<file path="config.mk">
export PLATFORM = sky130hd
export DESIGN_NAME = mem_port_arbiter
export DESIGN_NICKNAME = d
export VERILOG_FILES = /design/src/rtl/mem_port_arbiter_pkg.sv /design/src/rtl/mem_port_arbiter_rr_arb2.sv /design/src/rtl/mem_port_arbiter.sv
export SDC_FILE = /design/constraint.sdc
export NUM_CORES = 1
export LEC_CHECK = 0
export BUFFER_PORTS_ARGS = -buffer_cell sky130_fd_sc_hd__buf_2
export CAP_MARGIN = 0
export CORE_ASPECT_RATIO = 1.25
export CORE_MARGIN = 5
export CORE_UTILIZATION = 39
export DETAILED_ROUTE_END_ITERATION = 7
export PLACE_DENSITY = 0.77
export SYNTH_ARGS = -nofsm -noshare
export SYNTH_HDL_FRONTEND = slang
export SYNTH_HIERARCHICAL = 1
export SYNTH_SLANG_ARGS = --single-unit
</file>
<file path="constraint.sdc">
create_clock -name clk -period 1.4 [get_ports clk]
set_input_delay 0.07 -clock clk [delete_from_list [all_inputs] [get_ports clk]]
set_output_delay 0.07 -clock clk [all_outputs]
set_load 0.005 [all_outputs]
</file>
<file path="src/rtl/mem_port_arbiter_pkg.sv">
// Shared types for the unified-memory port arbiter: FSM states, owner encoding
// and the default response timeout.
package mem_port_arbiter_pkg;

  typedef enum logic [1:0] {
    IDLE = 2'd0,
    REQ  = 2'd1,
    WAIT = 2'd2
  } state_e;

  typedef enum logic {
    OWN_IF = 1'b0,
    OWN_D  = 1'b1
  } owner_e;

  localparam int TIMEOUT_DEFAULT = 255;

endpackage

</file>
<file path="src/rtl/mem_port_arbiter_rr_arb2.sv">
// Two-requester round-robin select: on a tie the requester that did not win
// last time is chosen; last_owner only moves when upd is asserted.
module rr_arb2
  import mem_port_arbiter_pkg::*;
#(
  parameter bit DATA_FIRST = 1'b1
) (
  input  logic   clk,
  input  logic   rst,
  input  logic   req_if,
  input  logic   req_d,
  input  logic   upd,
  output owner_e win,
  output logic   any
);

  owner_e last_owner;

  assign any = req_if | req_d;

  always_comb begin
    win = OWN_IF;
    if (req_if && req_d) begin
      win = (last_owner == OWN_IF) ? OWN_D : OWN_IF;
    end else if (req_d) begin
      win = OWN_D;
    end
  end

  // Seeding last_owner with the opposite side makes the preferred side win the first tie.
  always_ff @(posedge clk) begin
    if (rst) begin
      last_owner <= DATA_FIRST ? OWN_IF : OWN_D;
    end else if (upd && any) begin
      last_owner <= win;
    end
  end

endmodule

</file>
<file path="src/rtl/mem_port_arbiter.sv">
// Shares one single-port memory between instruction fetch (IF) and load/store (D),
// one outstanding transaction at a time, with a response-timeout watchdog.
module mem_port_arbiter
  import mem_port_arbiter_pkg::*;
#(
  parameter int ADDR_W     = 32,
  parameter int DATA_W     = 32,
  parameter int TIMEOUT    = TIMEOUT_DEFAULT,
  parameter bit DATA_FIRST = 1'b1
) (
  input  logic                clk,
  input  logic                rst,
  input  logic                if_req,
  input  logic [ADDR_W-1:0]   if_addr,
  output logic                if_gnt,
  output logic                if_rvalid,
  output logic [DATA_W-1:0]   if_rdata,
  input  logic                d_req,
  input  logic                d_we,
  input  logic [DATA_W/8-1:0] d_be,
  input  logic [ADDR_W-1:0]   d_addr,
  input  logic [DATA_W-1:0]   d_wdata,
  output logic                d_gnt,
  output logic                d_rvalid,
  output logic [DATA_W-1:0]   d_rdata,
  output logic                m_req,
  output logic                m_we,
  output logic [DATA_W/8-1:0] m_be,
  output logic [ADDR_W-1:0]   m_addr,
  output logic [DATA_W-1:0]   m_wdata,
  input  logic                m_gnt,
  input  logic                m_rvalid,
  input  logic [DATA_W-1:0]   m_rdata,
  output logic                busy,
  output logic                err
);

  localparam int BE_W  = DATA_W / 8;
  localparam int CNT_W = $clog2(TIMEOUT + 1);
  localparam logic [CNT_W-1:0] CNT_LAST = CNT_W'(TIMEOUT - 1);

  state_e              state;
  owner_e              owner;
  logic [CNT_W-1:0]    cnt;
  logic                err_q;
  logic                we_q;
  logic [BE_W-1:0]     be_q;
  logic [ADDR_W-1:0]   addr_q;
  logic [DATA_W-1:0]   wdata_q;

  owner_e              win;
  logic                any;
  logic                grant;
  logic                resp_ok;
  logic                resp_to;
  logic                resp;
  logic                live;
  logic [DATA_W-1:0]   resp_data;

  rr_arb2 #(
    .DATA_FIRST(DATA_FIRST)
  ) u_arb (
    .clk   (clk),
    .rst   (rst),
    .req_if(if_req),
    .req_d (d_req),
    .upd   (state == IDLE),
    .win   (win),
    .any   (any)
  );

  // Every output is forced low while rst is high, even mid-transaction.
  assign live      = ~rst;
  assign grant     = (state == IDLE) && any;
  assign resp_ok   = (state == WAIT) && m_rvalid;
  assign resp_to   = (state == WAIT) && !m_rvalid && (cnt == CNT_LAST);
  assign resp      = resp_ok | resp_to;
  assign resp_data = resp_ok ? m_rdata : '0;

  assign if_gnt    = live && grant && (win == OWN_IF);
  assign d_gnt     = live && grant && (win == OWN_D);
  assign if_rvalid = live && resp && (owner == OWN_IF);
  assign d_rvalid  = live && resp && (owner == OWN_D);
  assign if_rdata  = if_rvalid ? resp_data : '0;
  assign d_rdata   = d_rvalid ? resp_data : '0;

  assign m_req     = live && (state == REQ);
  assign m_we      = live && we_q;
  assign m_be      = live ? be_q : '0;
  assign m_addr    = live ? addr_q : '0;
  assign m_wdata   = live ? wdata_q : '0;
  assign busy      = live && (state != IDLE);
  assign err       = live && err_q;

  always_ff @(posedge clk) begin
    if (rst) begin
      state   <= IDLE;
      owner   <= OWN_IF;
      cnt     <= '0;
      err_q   <= 1'b0;
      we_q    <= 1'b0;
      be_q    <= '0;
      addr_q  <= '0;
      wdata_q <= '0;
    end else begin
      case (state)
        IDLE: begin
          if (any) begin
            owner <= win;
            state <= REQ;
            if (win == OWN_D) begin
              we_q    <= d_we;
              be_q    <= d_be;
              addr_q  <= d_addr;
              wdata_q <= d_wdata;
            end else begin
              we_q    <= 1'b0;
              be_q    <= '1;
              addr_q  <= if_addr;
              wdata_q <= '0;
            end
          end
        end
        REQ: begin
          // A response before the memory has accepted the request is a protocol error.
          if (m_rvalid) begin
            err_q <= 1'b1;
          end
          if (m_gnt) begin
            state <= WAIT;
            cnt   <= '0;
          end
        end
        WAIT: begin
          if (m_rvalid) begin
            state <= IDLE;
          end else if (cnt == CNT_LAST) begin
            err_q <= 1'b1;
            state <= IDLE;
          end else begin
            cnt <= cnt + 1'b1;
          end
        end
        default: state <= IDLE;
      endcase
    end
  end

endmodule
</file>
==> flow_metrics.env <==
export IMPL_grt_use_met3_pct=6.927
export IMPL_syn_num_nets=696
export IMPL_clock_fmax_mhz=511.2
export IMPL_die_x_um=105.8
export IMPL_rr_worst_depth=9
export IMPL_cp_end_kind="output pin"
export IMPL_cts_sinks=82
export IMPL_hold_path_class="input port to register"
export IMPL_cts_made_buffers=9
export IMPL_via_count=5517
export IMPL_hold_path_cell_count=3
export IMPL_finalSetupViolations=145
export IMPL_required_ns=1.33
export IMPL_drive_gt1_share_pct=57.67
export IMPL_htreeDepth=3
export IMPL_initial_core_util_pct=39.98
export IMPL_hold_viol=0
export IMPL_grt_pass1_wl_um=26170
export IMPL_min_to="wdata_q[21]$_SDFFE_PP0N_"
export IMPL_syn2layout_area_growth_pct=84.34
export IMPL_wire_per_inst_um=19.04
export IMPL_critPathLaunchType="register"
export IMPL_routed_wl_um=19730
export IMPL_clockBufferDepth=2
export IMPL_dp_hpwl_um=10890
export IMPL_setup_tns_final_ns=-42.52
export IMPL_synth_area_per_cell_um2=8.062
export IMPL_status="finished, violations left"
export IMPL_grt_usage_pct=24.31
export IMPL_via_per_inst=5.325
export IMPL_rsz0062_at_grt="true"
export IMPL_ys_async_sr_fraction_pct=0
export IMPL_postRouteAntennaNets=0
export IMPL_place_area_um2=6153
export IMPL_min_from="d_wdata[21]"
export IMPL_grt_pass1_vias=5142
export IMPL_drtIter0Drc=230
export IMPL_finClkSkew_ns=0.006858
export IMPL_violations="negative setup slack"
export IMPL_finalNetCount=1036
export IMPL_pwr_density_cell_nw_per_um2=858.9
export IMPL_busiest_layer="met2"
export IMPL_leakage_nw=3.997
export IMPL_overflow=0
export IMPL_seq_area_frac_synth_pct=36.69
export IMPL_tightest_slew_ns=0.6918
export IMPL_reg2reg_to="addr_q[15]$_SDFFE_PP0N_"
export IMPL_die_area_um2=13730
export IMPL_die_h_um=129.8
export IMPL_finalInstanceArea_um2=8248
export IMPL_clk_root_buffer_cell="clkbuf_16"
export IMPL_fin_crit_sh_pct=139.7
export IMPL_fp_coreArea_um2=11190
export IMPL_io_pins=279
export IMPL_fp_row_count=43
export IMPL_drc=0
export IMPL_path_clk_slew_ns=0.06
export IMPL_gp_congestion=0.7652
export IMPL_slew_headroom_pct=53.88
export IMPL_slew_viol_final=0
export IMPL_drt_first_pass_iters=4
export IMPL_cp_arrival_ns=1.89
export IMPL_use_met1_pct=24.44
export IMPL_cts_tree="yes"
export IMPL_clk_insertion_delay_late_ns=0.34
export IMPL_setup_ws_ns=-0.5561
export IMPL_cp_max_fo=8
export IMPL_synth_distinct_cells=43
export IMPL_grt_max_degree=123
export IMPL_io_buffer_count=278
export IMPL_post_route_min_period_ns=1.956
export IMPL_dp_cells=945
export IMPL_synth_edf_count=0
export IMPL_peakVddDrop_mv=0.7559
export IMPL_p_total_mw=7.084
export IMPL_gr_usage_met2_pct=45.38
export IMPL_r2r_start="state[1]$_SDFFE_PP0P_"
export IMPL_antenna_found_initial=0
export IMPL_synth_ff_latch_count=82
export IMPL_yosys_warnings=6
export IMPL_crit_type="register to output pin"
export IMPL_cap_violations=0
export IMPL_syn_inst=555
export IMPL_netlist_area_um2=4474
export IMPL_final_cells=1036
export IMPL_dp_slack_ns=-0.1440
export IMPL_regToRegSetupSlack_ns=-0.24
export IMPL_synthFlopType="dfxtp_1"
-- cells in the mapped netlist, drive strengths merged (2+ instances only) --
cell type / number / share of area, %
buf: 26 / 3.9
inv: 3 / 0.25
dfxtp: 82 / 37
ha: 2 / 0.56
nor2b: 71 / 9.9
clkbuf: 29 / 2.5
and3: 66 / 9.3
nor3: 7 / 1.0
a21oi: 42 / 4.9
nand3b: 3 / 0.50
nor3b: 8 / 1.6
nand3: 45 / 5.0
nand2: 41 / 3.4
a211oi: 33 / 5.8
or2: 2 / 0.28
mux2i: 32 / 7.2
a31oi: 2 / 0.28
o21ai: 5 / 0.56
nor2: 43 / 3.6
-- through the flow --
stage	util, %	hold slack, ns
2_1_floorplan	-	0.1324
4_1_cts	66.29	0.004244
5_1_grt	73.68	0.004989
3_3_place_gp	54.99	0.3225
3_5_place_dp	54.99	0.3274
6_report	73.70	0.009234
-- cell families after synthesis --
family,share of synthesized area (%)
buffers and inverters,6.572
DFF,36.69
muxes,7.411
AOI/OAI and AO/OA,12.84
adders and majority gates,0.5592
and+or+nand+nor,35.93
-- what timing repair did --
item / 4_1_cts / 5_1_grt
cloned: 14 / 6
gates resized for setup: 47 / 161
hold endpoints to repair: 28 / 2
setup buffers: 23 / 11
pin swaps: 40 / 83
hold buffers: 28 / 2
endpoints found under the setup margin: 105 / 150
-- worst max-delay path, stage by stage, from the launching register on --
cell	delay, ns
dfxtp_2	0.32
inv_2	0.05
ha_4	0.12
and3_4	0.21
a21oi_4	0.07
nor3b_4	0.19
buf_6	0.16
clkbuf_16	0.15
and3_1	0.16
buf_2	0.12
-- power by group --
part	switching [mW]	internal (mW)	leakage, nW
Sequential	0.108	2.52	0.676
Combinational	1.07	1.14	3.18
Clock	0.986	1.26	0.136
Total	2.17	4.92	4.00
-- sequential cells by signal, indices dropped and copies added, names as in the netlist --
| name | flops |
|---|---|
| addr_q | 32 |
| cnt | 8 |
| u_arb/last_owner | 1 |
| owner | 1 |
| err_q | 1 |
| be_q | 4 |
| wdata_q | 32 |
| state | 2 |
| we_q | 1 |
-- how the worst max path moves through the flow --
stage / slack [ns] / startpoint / endpoint / cells after the start
floorplan: -0.11 / state[0]$_SDFFE_PP0P_ / d_rdata[22] / 5
global placement: -0.13 / cnt[0]$_SDFFE_PP0P_ / if_rdata[0] / 8
detailed placement: -0.14 / cnt[0]$_SDFFE_PP0P_ / if_rdata[0] / 8
CTS: -0.51 / cnt[0]$_SDFFE_PP0P_ / if_rdata[0] / 8
global route: -0.63 / cnt[0]$_SDFFE_PP0P_ / d_rdata[13] / 9
finish: -0.56 / cnt[0]$_SDFFE_PP0P_ / d_rdata[13] / 9
-- layer usage --
layer | wire length, um | up-vias
met5 | 0 | -
met4 | 811 | 0
met3 | 1665 | 57
met2 | 10540 | 286
met1 | 6710 | 2561
li1 | - | 2613
-- layout make-up --
type / instances / area [um2]
Fill cell: 785 / 2943
Tap cell: 135 / 168.9
Multi-Input combinational cell: 415 / 3282
Sequential cell: 82 / 1648
Timing Repair Buffer: 384 / 2851
Clock inverter: 5 / 38.79
Inverter: 3 / 13.76
Antenna cell: 1 / 2.502
Clock buffer: 11 / 242.7
-- cells in the final DEF, fill, tap and decap left out, types with 29 or more instances in the layout --
cell / instances
a21oi_2: 29
and3_1: 54
buf_2: 267
buf_4: 32
dfxtp_1: 77
dlygate4sd3_1: 30
mux2i_1: 32
nand2_1: 36
nor2_1: 29
nor2b_1: 71
Note: power is estimated with default switching activity, not from simulation.
